## config.mk

```make
export PLATFORM = sky130hd
export DESIGN_NAME = cpu6_shift_unit
export DESIGN_NICKNAME = d
export VERILOG_FILES = /design/src/rtl/cpu6_shift_unit.sv
export SDC_FILE = /design/constraint.sdc
export NUM_CORES = 1
export LEC_CHECK = 0
export BUFFER_PORTS_ARGS = -buffer_cell sky130_fd_sc_hd__buf_4
export CELL_PAD_IN_SITES_DETAIL_PLACEMENT = 1
export CELL_PAD_IN_SITES_GLOBAL_PLACEMENT = 2
export CORE_MARGIN = 3
export CORE_UTILIZATION = 27
export CTS_CLUSTER_DIAMETER = 100
export DETAILED_ROUTE_END_ITERATION = 7
export PLACE_DENSITY = 0.8
export SLEW_MARGIN = 20
export SYNTH_ARGS = -nofsm -noshare
export SYNTH_HDL_FRONTEND = slang
export SYNTH_SLANG_ARGS = --single-unit
```

## constraint.sdc

```tcl
create_clock -name clk -period 1.5 [get_ports clk]
set_input_delay 0.15 -clock clk [delete_from_list [all_inputs] [get_ports clk]]
set_output_delay 0.15 -clock clk [all_outputs]
set_load 0.005 [all_outputs]
```

## src/rtl/cpu6_shift_unit.sv

```systemverilog
// cpu6 execute-stage iterative shifter: shifts STEP bits per cycle
// and holds the pipeline until the result is ready.
module cpu6_shift_unit #(
  parameter int XLEN = 32,
  parameter int SHW  = $clog2(XLEN),
  parameter int STEP = 1
) (
  input  logic            clk,
  input  logic            resetn,
  input  logic            start,
  input  logic            shft_lr,
  input  logic            shft_la,
  input  logic [XLEN-1:0] a,
  input  logic [SHW-1:0]  shamt,
  input  logic            kill,
  output logic            stall,
  output logic            done,
  output logic [XLEN-1:0] result
);

  localparam int SW = $clog2(STEP) + 1;

  typedef enum logic [1:0] {
    S_IDLE,
    S_SHIFT,
    S_DONE
  } state_t;

  state_t          r_state;
  state_t          w_next;
  logic [XLEN-1:0] r_acc;
  logic [SHW:0]    r_cnt;
  logic            r_dir;
  logic            r_ari;

  logic            w_accept;
  logic            w_last;
  logic [SW-1:0]   w_s;
  logic [XLEN-1:0] w_shifted;

  assign w_accept = (r_state == S_IDLE) & start & ~kill;
  assign w_last   = r_cnt <= (SHW+1)'(STEP);
  assign w_s      = w_last ? r_cnt[SW-1:0] : SW'(STEP);

  // Right shifts go through one extra fill bit so logical and
  // arithmetic share a single shifter.
  always_comb begin
    w_shifted = r_acc;
    if (r_dir) begin
      w_shifted = XLEN'($signed({r_ari & r_acc[XLEN-1], r_acc}) >>> w_s);
    end else begin
      w_shifted = r_acc << w_s;
    end
  end

  always_ff @(posedge clk or negedge resetn) begin
    if (!resetn) begin
      r_state <= S_IDLE;
    end else begin
      r_state <= w_next;
    end
  end

  always_comb begin
    w_next = r_state;
    case (r_state)
      S_IDLE: begin
        if (w_accept) begin
          w_next = (shamt == '0) ? S_DONE : S_SHIFT;
        end
      end
      S_SHIFT: begin
        if (w_last) begin
          w_next = S_DONE;
        end
      end
      S_DONE:  w_next = S_IDLE;
      default: w_next = S_IDLE;
    endcase
    if (kill) begin
      w_next = S_IDLE;
    end
  end

  always_comb begin
    stall = resetn & (w_accept | ((r_state == S_SHIFT) & ~kill));
    done  = resetn & (r_state == S_DONE);
  end

  assign result = r_acc;

  always_ff @(posedge clk or negedge resetn) begin
    if (!resetn) begin
      r_acc <= '0;
      r_cnt <= '0;
      r_dir <= 1'b0;
      r_ari <= 1'b0;
    end else if (w_accept) begin
      r_acc <= a;
      r_cnt <= {1'b0, shamt};
      r_dir <= shft_lr;
      r_ari <= shft_la & shft_lr;
    end else if ((r_state == S_SHIFT) && !kill) begin
      r_acc <= w_shifted;
      r_cnt <= r_cnt - (SHW+1)'(w_s);
    end
  end

endmodule
```

; After elaboration in Yosys (flattened, before gate mapping)
; Cells that the tools add are included.
[word_totals]
reg_bits = 42
inputBits = 43
output_inout_bits = 34
[classes]
addsub = 1
magnitude_cmp = 1
n_eq_ne = 4
shift = 2
n_mux = 11
n_bitwise = 9
n_reduce_logical = 6
[ops]
columns = operator, n
row1 = two-way mux 32 bit, 3
row2 = >>> shifter 33 x 1 -> 32 bit, 1
row3 = left shift 32 x 1 -> 32 bit, 1
row4 = two-way mux 6 bit, 2
row5 = two-way mux 2 bit, 4
row6 = AND 1 bit, 7
row7 = "<= comparator 6 x 1 -> 1 bit, second input constant", 1
row8 = "!= test 3 bit, second input constant", 2
row9 = subtractor 6 x 1 -> 6 bit, 1
row10 = logical NOT 5 bit, 1
row11 = one-hot mux 2 bit (2 select lines), 1
row12 = "== test 2 x 1 -> 1 bit, second input constant", 1
row13 = "== test 2 bit, second input constant", 1
row14 = logical NOT 2 bit, 1
row15 = AND reduction 2 bit, 1
row16 = nonzero test 2 bit, 1
row17 = logical AND 1 bit, 1
row18 = logical NOT 1 bit, 1
row19 = two-way mux 1 bit, 1
row20 = NOT 1 bit, 1
row21 = bitwise OR 1 bit, 1

; Longest topological paths before layout
; Gate-level depths: netlist of run 1.
[depth]
word_depth = 6
ltp_mapped = 7
depth_no_buf = 7

; Worst setup path before layout of run 1
; Ideal clock, no wire load.
[synth_path]
path_kind = register -> register
from = register r_cnt[2]
to = register r_cnt[1]
arrival_time_ps = 1575
required_ps = 1374
path_slack_ps = -201
stages_incl_launch_ff = 7
path_buffers = 0
path_cell_list = dfrtp_1 -> or2_2 -> nor4_1 -> nor2_1 -> ha_1 -> nor2_1 -> a221o_1
[synth_via]
elab_chain_cells = 5
[synth_lines]
columns = item, line_no
row1 = "start, declared", 32  ; logic [SHW:0] r_cnt;
row2 = "start signal, assigned", 100  ; r_cnt <= {1'b0, shamt};
row3 = "start signal, assigned", 105  ; r_cnt <= r_cnt - (SHW+1)'(w_s);
row4 = <= comparator 6 x 1 -> 1 bit, 42  ; assign w_last = r_cnt <= (SHW+1)'(STEP);
row5 = two-way mux 1 bit, 43  ; assign w_s = w_last ? r_cnt[SW-1:0] : SW'(STEP);
row6 = subtractor 6 x 1 -> 6 bit, 105
row7 = two-way mux 6 bit, 103  ; end else if ((r_state == S_SHIFT) && !kill) begin
row8 = two-way mux 6 bit, 98  ; end else if (w_accept) begin
; No other way between the ends. The select of a mux whose other input is x is not followed.
; A chain may end at the register's enable or synchronous reset.

; Worst setup path after layout of run 1
[layout_path]
from = register r_state[0]
to = output stall
[layout_via]
elab_chain_cells = 5
elab_cells_between_ends = 7
classes_between = eq/ne (1) / bitwise (5) / reduce/logical (1)
[layout_lines]
columns = item, line_no
row1 = "start, declared", 29  ; state_t r_state;
row2 = "start signal, assigned", 60  ; r_state <= w_next;
row3 = logical NOT 2 bit, 41  ; assign w_accept = (r_state == S_IDLE) & start & ~kill;
row4 = AND 1 bit (2 in series), 41
row5 = bitwise OR 1 bit *, 86  ; stall = resetn & (w_accept | ((r_state == S_SHIFT) & ~kill));
row6 = AND 1 bit *, 86
row7 = "end, declared", 16  ; output logic stall,
; Every way passes the cells marked *; elsewhere a longest branch is shown, timed or not.

==> flow_metrics.env, run 1 <==
export IMPL_outcome="finished with violations"
export IMPL_violations="setup timing"
export IMPL_post_dp_hpwl_um=6000
export IMPL_layout_setup_ws_ns=-0.263
export IMPL_num_antenna_cells=0
export IMPL_antenna_found_initial=0
export IMPL_stdcell_area_um2=4000
export IMPL_syn_cell_area_um2=2440
export IMPL_critPathCaptureType="output port"
export IMPL_peakVddDrop_uv=606
export IMPL_seq_area_frac_synth_pct=43.0
export IMPL_power_leakage_nw=1.77
export IMPL_placed_area_um2=3400
export IMPL_p_int_mw=4.21
export IMPL_routedWlPerCell_um=19.6
export IMPL_worst_endpoint_required_ns=1.35
export IMPL_pwr_density_cell_nw_per_um2=1810
export IMPL_synth_area_per_cell_um2=9.18
export IMPL_die_area_um2=10200
export IMPL_clk_latency_ns=0.30
export IMPL_tritoncts="yes"
export IMPL_wl_um=9580
export IMPL_post_route_min_period_ns=1.76
export IMPL_synth_top_area_share_pct=43.0
export IMPL_io_pins=77
export IMPL_drt_iter0_drc=82
export IMPL_max_cap_violations=0
export IMPL_slew_headroom_pct=60.9
export IMPL_hp_start="kill"
export IMPL_initial_core_util_pct=27.9
export IMPL_r2r_end="result[26]"
export IMPL_setup_viol=37
export IMPL_remaining_drc_errors=0
export IMPL_skew_ns=0.00448
export IMPL_synthArstFlopShare_pct=100
export IMPL_combPwrFrac_pct=57.1
export IMPL_hold_class="in2reg"
export IMPL_vias=2583
export IMPL_fp_dieH_um=101
export IMPL_cts_root_buffer="clkbuf_8"
export IMPL_synth_seq_cells=42
export IMPL_p_switching_mw=3.04
export IMPL_drtPass1Iterations=4
export IMPL_multiInputGateArea_um2=1570
export IMPL_grt_total_usage_pct=18.2
export IMPL_fin_nets=423
export IMPL_ys_flop_type="dfrtp_1"
export IMPL_critical_path_class="reg2out"
export IMPL_synth_edf_count=0
export IMPL_placementRows=34
export IMPL_hold_depth=2
export IMPL_synth_area_top_cells="dfrtp_1 (43%), mux2i_1 (9.4%), a22oi_1 (7.7%)"
export IMPL_utilization_pct=45.7
export IMPL_fmax_mhz=567
export IMPL_grt_pass1_vias=2779
export IMPL_grt_pass1_wl_um=14700
export IMPL_ys_warn_count=0
export IMPL_via_per_inst=5.29
export IMPL_path_max_fanout=5
export IMPL_r2r_start="r_state[0]"
export IMPL_p_sw_share_pct=41.9
export IMPL_die_width_um=101
export IMPL_core_um2=8760
export IMPL_grt_max_degree=43
export IMPL_synth_nets=310
export IMPL_p_clk_share_pct=10.9
export IMPL_seqPwrFrac_pct=32.0
export IMPL_drive_above_1_share_pct=52.6
export IMPL_synthDistinctLibCells=39
export IMPL_crit_arrival_ns=1.61
export IMPL_fin_crit_sh_pct=118
export IMPL_hold_viol=0
export IMPL_gp_congestion=0.813
export IMPL_register_area_um2=1050
export IMPL_rrSetupSlack_ns=-0.21
export IMPL_port_buffers=76
export IMPL_worst_pin_slew_ns=0.586
export IMPL_rsz0062_at_grt="yes"
export IMPL_yosys_area_top_type="dfrtp_1"
export IMPL_drv_slew=0
export IMPL_postSynthCellCount=266
export IMPL_worstRegToRegCells=5
export IMPL_cp_start_kind="flop"
export IMPL_cts_made_buffers=5
export IMPL_area_delta_synth_final_pct=63.9
export IMPL_min_to="r_state[1]"
export IMPL_n_fill_cell=987
export IMPL_grt_overflow_total=0
export IMPL_drtAntennaViolNets=0
export IMPL_clock_path_buffers=2
export IMPL_numClockSinks=42
export IMPL_htree_num_levels=2
export IMPL_clkTransAtPathRegs_ns=0.08
-- power by group through the flow --
stage / clock network (mW) / registers [mW] / logic, mW
after floorplan: 0 / 2.10 / 1.84
after global placement: 0 / 2.25 / 3.21
after detailed placement: 0 / 2.27 / 3.35
after CTS: 0.811 / 2.25 / 3.69
after global routing: 0.856 / 2.40 / 4.54
final: 0.792 / 2.32 / 4.14
-- stage by stage --
| step | hold WS (ns) | power [mW] | instances | setup slack [ns] | TNS (ns) |
|---|---|---|---|---|---|
| final | 0.0561 | 7.25 | 488 | -0.263 | -5.26 |
| after global routing | 0.0653 | 7.80 | 488 | -0.310 | -8.39 |
| after CTS | 0.0480 | 6.75 | 487 | -0.227 | -6.22 |
| after detailed placement | 0.321 | 5.62 | 462 | -0.214 | -5.25 |
| after global placement | 0.313 | 5.46 | 462 | -0.181 | -3.91 |
| after floorplan | -0.146 | 3.95 | 266 | -0.0522 | -0.845 |
-- worst max-delay path by stage --
| stage | start | end | slack, ns | depth (start not counted) |
|---|---|---|---|---|
| 2_1_floorplan | r_state[0] | result[31] | -0.05 | 5 |
| 3_3_place_gp | r_state[0] | r_cnt[4] | -0.18 | 5 |
| 3_5_place_dp | r_state[0] | result[8] | -0.21 | 6 |
| 4_1_cts | r_state[0] | result[26] | -0.23 | 5 |
| 5_1_grt | r_state[0] | stall | -0.31 | 5 |
| 6_report | r_state[0] | stall | -0.26 | 5 |
-- worst max-delay path, stage by stage, from the launching register on --
cell	delay [ns]
dfrtp_2	0.45
nor4b_4	0.33
buf_6	0.18
nor2_4	0.05
nor2b_1	0.16
buf_4	0.15
-- metal layers --
layer | GRT usage, % | vias up | share of wire, %
met2 | 29.7 | 83 | 50
met1 | 24.2 | 1292 | 42
li1 | - | 1193 | -
met3 | 3.81 | 15 | 5.5
met5 | 0 | - | 0
met4 | 5.42 | 0 | 2.1
-- flip-flops by register name (all words and copies together) (netlist names) --
signal and count:
result 32, r_state 2, r_ari 1, r_cnt 6, r_dir 1
-- synth_stat cells, types with 2 or more instances --
library cell  instances
a211oi_2              4
a21oi_1               8
a221o_1               6
a22oi_1              25
buf_2                11
buf_4                 3
clkbuf_1              4
dfrtp_1              42
inv_1                 2
mux2i_1              23
nand2_1              37
nand2b_1              2
nand3_1               2
nor2_1               38
nor3_1                3
o211ai_1              2
o21ai_0              30
o311ai_0              2
or2_2                 2
-- cells in the final DEF (no fill, tap or decap), types with 5 or more instances in the layout --
cell / Yosys / routed
a21oi_1: 8 / 6
a221o_1: 6 / 6
a22oi_1: 25 / 7
a22oi_2: 0 / 18
buf_12: 0 / 10
buf_4: 3 / 104
buf_6: 1 / 10
clkbuf_8: 0 / 6
dfrtp_1: 42 / 39
mux2i_1: 23 / 23
nand2_1: 37 / 32
nand2_2: 0 / 5
nor2_1: 38 / 23
nor2_4: 0 / 11
o21ai_1: 0 / 25
-- cells by family after synthesis --
group | after synthesis | synth area share [%]
buf+inv | 23 | 4.92
compound gates | 82 | 23.8
mux | 23 | 9.43
simple gates | 95 | 18.3
flops | 42 | 43.0
fa+ha+maj | 1 | 0.512
-- area by class of cell --
type                            instances  area share, %
Sequential cell                        42           26.4
Multi-Input combinational cell        201           39.2
Timing Repair Buffer                  127           28.6
Clock inverter                          1          0.125
Clock buffer                            7           2.16
Tap cell                              108           3.38
Inverter                                2          0.188
-- repair_timing --
item | in CTS | in global routing
setup buffers | 13 | 7
pin swaps | 32 | 44
cloned | 3 | 0
resized for setup | 40 | 57
hold buffers | 1 | 0
hold endpoints to repair | 35 | 0
setup endpoints to repair | 38 | 41
No activity file was read; power rests on OpenSTA's default activity.
==> inputs of run 2 (changes only) <==
Settings changed: CAP_MARGIN set to 0, SETUP_SLACK_MARGIN set to 0.02, SLEW_MARGIN 20 to not set.
==> run 2 against run 1 <==
Effect of this change: the flow still finishes with violations (setup timing); clock skew barely moved; clock-buffer cell count decreased by 2; register-to-register slack hardly changed; non-clock buffer count rose by 7; power shrank 2.5%; hold slack worse by 0.0090 ns; first-iteration DRC count is 9.8% higher; largest cell class unchanged.
==> flow_metrics.env, run 2 (synthesis gave the netlist of run 1 again) <==
export IMPL_crit_arrival_ns=1.57
export IMPL_routedWlPerCell_um=18.3
export IMPL_critical_path_class="reg2out"
export IMPL_worstRegToRegCells=5
export IMPL_setup_tns_ns=-4.93
export IMPL_min_to="r_state[1]"
export IMPL_die_area_um2=10200
export IMPL_final_common_cell="buf_4"
export IMPL_drv_slew=0
export IMPL_via_per_inst=5.16
export IMPL_setup_viol=35
export IMPL_post_dp_hpwl_um=6110
export IMPL_hold_viol=0
export IMPL_rsz0062_at_grt="yes"
export IMPL_largest_register_ffs=32
export IMPL_gp_congestion=0.839
export IMPL_die_width_um=101
export IMPL_skew_ns=0.00446
export IMPL_critPathCaptureType="output port"
export IMPL_peakVddDrop_uv=570
export IMPL_remaining_drc_errors=0
export IMPL_area_delta_synth_final_pct=59.0
export IMPL_clock_path_buffers=2
export IMPL_grt_pass1_vias=2707
export IMPL_hp_start="kill"
export IMPL_htree_num_levels=2
export IMPL_grt_overflow_total=0
export IMPL_r2r_start="r_state[0]"
export IMPL_clk_latency_ns=0.31
export IMPL_tritoncts="yes"
export IMPL_fin_crit_sh_pct=114
export IMPL_port_buffers=76
export IMPL_power_leakage_nw=1.79
export IMPL_wl_um=9070
export IMPL_antenna_found_initial=0
export IMPL_numClockSinks=42
export IMPL_fmax_mhz=582
export IMPL_core_um2=8760
export IMPL_cts_made_buffers=5
export IMPL_outcome="finished with violations"
export IMPL_hold_class="in2reg"
export IMPL_path_max_fanout=6
export IMPL_drtPass1Iterations=4
export IMPL_drive_above_1_share_pct=47.5
export IMPL_grt_total_usage_pct=17.6
export IMPL_initial_core_util_pct=27.9
export IMPL_fp_dieH_um=101
export IMPL_drtAntennaViolNets=0
export IMPL_violations="setup timing"
export IMPL_worst_pin_slew_ns=0.455
export IMPL_layout_setup_ws_ns=-0.217
export IMPL_vias=2556
export IMPL_num_antenna_cells=0
export IMPL_rrSetupSlack_ns=-0.20
export IMPL_clkTransAtPathRegs_ns=0.09
export IMPL_drt_iter0_drc=90
export IMPL_r2r_end="result[26]"
export IMPL_fin_hold_ws_ns=0.0471
export IMPL_post_route_min_period_ns=1.72
export IMPL_worst_endpoint_required_ns=1.35
export IMPL_hold_depth=2
export IMPL_cts_root_buffer="clkbuf_8"
export IMPL_fin_nets=430
export IMPL_slew_headroom_pct=69.6
export IMPL_grt_max_degree=34
export IMPL_pwr_density_cell_nw_per_um2=1820
export IMPL_grt_pass1_wl_um=14100
export IMPL_io_pins=77
export IMPL_final_cell_mix="buf_4 (113), dfrtp_1 (37), nor2_1 (33)"
export IMPL_max_cap_violations=0
export IMPL_placementRows=34
export IMPL_cp_start_kind="flop"
[run 2: power breakdown]
group	leakage (nW)	internal, mW	switching [mW]
combinational	1.22	2.18	1.82
clock	0.0408	0.334	0.473
sequential	0.531	1.62	0.640
[run 2: worst max-delay path by stage]
stage,start,endpoint,depth (start not counted)
6_report,r_state[0],stall,5
3_5_place_dp,r_state[0],result[13],5
2_1_floorplan,r_state[0],result[31],5
4_1_cts,r_state[0],stall,5
3_3_place_gp,r_state[0],result[2],6
5_1_grt,r_cnt[2],result[17],6
[run 2: area by class of cell]
type | instances | area (um^2)
fillers | 1015 | 4880
multi-input cells | 201 | 1420
repair buffers | 134 | 1170
flip-flops and latches | 42 | 1060
well taps | 108 | 135
clock buffers | 5 | 68.8
clock inverters | 3 | 23.8
inverters | 2 | 7.51
[run 2: timing repair]
item / 4_1_cts / 5_1_grt
hold endpoints to repair: 9 / 0
hold buffers: 1 / 0
buffers inserted: 11 / 4
pin swaps: 7 / 13
endpoints found under the setup margin: 40 / 41
cloned: 0 / 1
resized for setup: 20 / 35
[run 2: metal layers]
metal | GRT usage [%] | part of all wire [%]
met5 | 0 | 0
met4 | 6.65 | 3.4
met3 | 2.91 | 3.9
met2 | 29.2 | 49
met1 | 23.0 | 43
[run 2: critical path, stage by stage (launching register included)]
cell	delay, ns
dfrtp_2	0.46
nor4b_4	0.35
buf_6	0.18
nor2_4	0.05
nor2b_1	0.10
buf_4	0.12
[run 2: per-stage QoR]
step                instances  instance area (um^2)  power, mW  worst slack [ns]  utilization (%)
finish                    495                  3880       7.07            -0.217             44.3
global route              495                  3880       7.65            -0.283             44.3
CTS                       491                  3720       6.72            -0.199             42.5
detailed placement        471                  3470       5.69            -0.173             39.6
global placement          471                  3470       5.58            -0.120             39.6
floorplan                 266                  2500       3.95           -0.0522                -
==> inputs of run 3 (changes only) <==
Settings changed: CELL_PAD_IN_SITES_DETAIL_PLACEMENT 1 to not set, CELL_PAD_IN_SITES_GLOBAL_PLACEMENT 2 to not set, CORE_UTILIZATION 27 to 45, PLACE_DENSITY 0.8 to 0.79.
==> run 3 against run 2 <==
Effect of this change: the flow still finishes with violations (setup timing); maximum frequency decreased by 7.5%; combinational power increased by 25%; register-to-register slack got worse by 0.16 ns; cell area increased by 14%; sequential share of layout area decreased by 3.4 points; setup slack got worse by 0.14 ns; sequential power increased by 3%; via count increased by 15%; die area decreased by 38%; critical path type is now reg2reg; critical endpoint is now result[6].
==> flow_metrics.env, run 3 (synthesis gave the netlist of run 1 again) <==
export IMPL_wl_um=10700
export IMPL_fp_dieH_um=79.7
export IMPL_numClockSinks=42
export IMPL_p_total_mw=8.26
export IMPL_skew_ns=0.00626
export IMPL_htree_num_levels=2
export IMPL_rsz0062_at_grt="yes"
export IMPL_grt_busiest_layer="met2"
export IMPL_remaining_drc_errors=0
export IMPL_drtAntennaViolNets=0
export IMPL_drt_iter0_drc=236
export IMPL_slew_headroom_pct=74.6
export IMPL_port_buffers=76
export IMPL_power_leakage_nw=2.01
export IMPL_cpMostUsedCell="buf_12"
export IMPL_initial_core_util_pct=47.2
export IMPL_outcome="finished with violations"
export IMPL_hold_class="in2reg"
export IMPL_pre_cts_ws_ns=-0.238
export IMPL_final_cell_mix="buf_4 (103), dfrtp_1 (38), nor2_1 (25)"
export IMPL_crit_arrival_ns=2.03
export IMPL_layout_setup_ws_ns=-0.357
export IMPL_p_switching_mw=3.48
export IMPL_via_per_inst=6.27
export IMPL_seqPwrFrac_pct=28.2
export IMPL_combPwrFrac_pct=60.3
export IMPL_drive_above_1_share_pct=62.6
export IMPL_antenna_found_initial=0
export IMPL_utilization_pct=85.7
export IMPL_grt_total_usage_pct=26.8
export IMPL_post_route_min_period_ns=1.86
export IMPL_die_width_um=79.7
export IMPL_peakVddDrop_uv=1030
export IMPL_post_dp_hpwl_um=5000
export IMPL_clkTransAtPathRegs_ns=0.09
export IMPL_path_cells="nor4b_4 -> o32ai_4 -> buf_12 -> buf_12 -> a221o_1"
export IMPL_core_um2=5170
export IMPL_worst_endpoint_required_ns=1.67
export IMPL_hold_viol=0
export IMPL_setup_viol=42
export IMPL_grt_pass1_wl_um=13300
export IMPL_use_met3_pct=5.64
export IMPL_grt_max_degree=42
export IMPL_max_cap_violations=0
export IMPL_tritoncts="yes"
export IMPL_fin_crit_sh_pct=124
export IMPL_fin_nets=445
export IMPL_path_max_fanout=7
export IMPL_worst_path_largest_cell_delay_ns=0.46
export IMPL_cts_root_buffer="clkbuf_8"
export IMPL_worst_pin_slew_ns=0.376
export IMPL_cp_start_kind="flop"
export IMPL_io_pins=77
export IMPL_vias=2951
export IMPL_worst_path_buf_inv=2
export IMPL_pwr_density_cell_nw_per_um2=1860
export IMPL_num_antenna_cells=0
export IMPL_use_met1_pct=33.7
export IMPL_violations="setup timing"
export IMPL_clock_path_buffers=2
export IMPL_critPathCaptureType="flop"
export IMPL_stdcell_area_um2=4430
export IMPL_use_met2_pct=46.2
export IMPL_fin_hold_ws_ns=0.0626
export IMPL_drv_slew=0
export IMPL_routedWlPerCell_um=22.8
export IMPL_placed_area_um2=3310
export IMPL_grt_overflow_total=0
export IMPL_clk_latency_ns=0.30
export IMPL_p_clk_share_pct=11.5
export IMPL_drtPass1Iterations=5
export IMPL_fmax_mhz=539
export IMPL_gp_congestion=0.870
export IMPL_cp_top_family="compound AO/OA/AOI/OAI gates"
export IMPL_area_delta_synth_final_pct=81.5
export IMPL_grt_pass1_vias=2721
export IMPL_p_int_mw=4.78
export IMPL_cts_made_buffers=5
export IMPL_final_common_cell="buf_4"
export IMPL_cp_slowest_cell="dfrtp_2"
export IMPL_critical_path_class="reg2reg"
export IMPL_die_area_um2=6350
export IMPL_placementRows=26
export IMPL_p_sw_share_pct=42.1
export IMPL_largest_register_ffs=32
export IMPL_rrSetupSlack_ns=-0.36
run 3: area by class of cell:
cell class                      instances  area [um^2]
Multi-Input combinational cell        201         1660
Timing Repair Buffer                  149         1510
Sequential cell                        42         1060
Fill cell                             224          739
Tap cell                               70         87.6
Clock buffer                            6         82.6
Clock inverter                          1         30.0
Inverter                                2         7.51
run 3: worst reg2reg max path: cells and delay by family, from the launching register on:
kind | cells | cell delay, ns
AOI/OAI and AO/OA | 2 | 0.51
DFF | 1 | 0.46
and+or+nand+nor | 1 | 0.43
buffers and inverters | 2 | 0.33
run 3: per-stage QoR:
step	cells	setup TNS [ns]
2_1_floorplan	266	-0.847
3_3_place_gp	421	-4.27
3_5_place_dp	421	-5.19
4_1_cts	446	-6.14
5_1_grt	471	-11.97
6_report	471	-10.08
run 3: what timing repair did:
item / in CTS / in global routing
hold buffers: 1 / 0
setup endpoints to repair: 41 / 43
gates cloned: 6 / 3
setup buffers: 11 / 24
endpoints found under the hold margin: 15 / 0
pin swaps: 6 / 49
gates resized for setup: 51 / 102
run 3: worst paths after layout:
path | from | cells past startpoint | endpoint
worst max-delay path | r_state[0] | 5 | result[6]
worst min-delay path | kill | 2 | r_state[1]
worst max register to register | r_state[0] | 5 | result[6]
worst min register to register | result[23] | 2 | result[23]
max in group asynchronous | resetn | 3 | r_cnt[2]
min in group asynchronous | resetn | 2 | r_cnt[0]
run 3: power groups by stage:
stage	sequential, mW	clock (mW)	combinational, mW
after CTS	2.21	0.932	3.85
after detailed placement	2.22	0	3.25
after floorplan	2.10	0	1.85
final	2.33	0.949	4.98
after global placement	2.20	0	3.15
after global routing	2.36	0.992	5.28
run 3: routing by layer:
metal | wire length (um) | up-vias | part of all wire [%]
li1 | - | 1239 | -
met1 | 4100 | 1485 | 38
met2 | 5530 | 189 | 51
met3 | 775 | 38 | 7.2
met4 | 343 | 0 | 3.2
met5 | 0 | - | 0
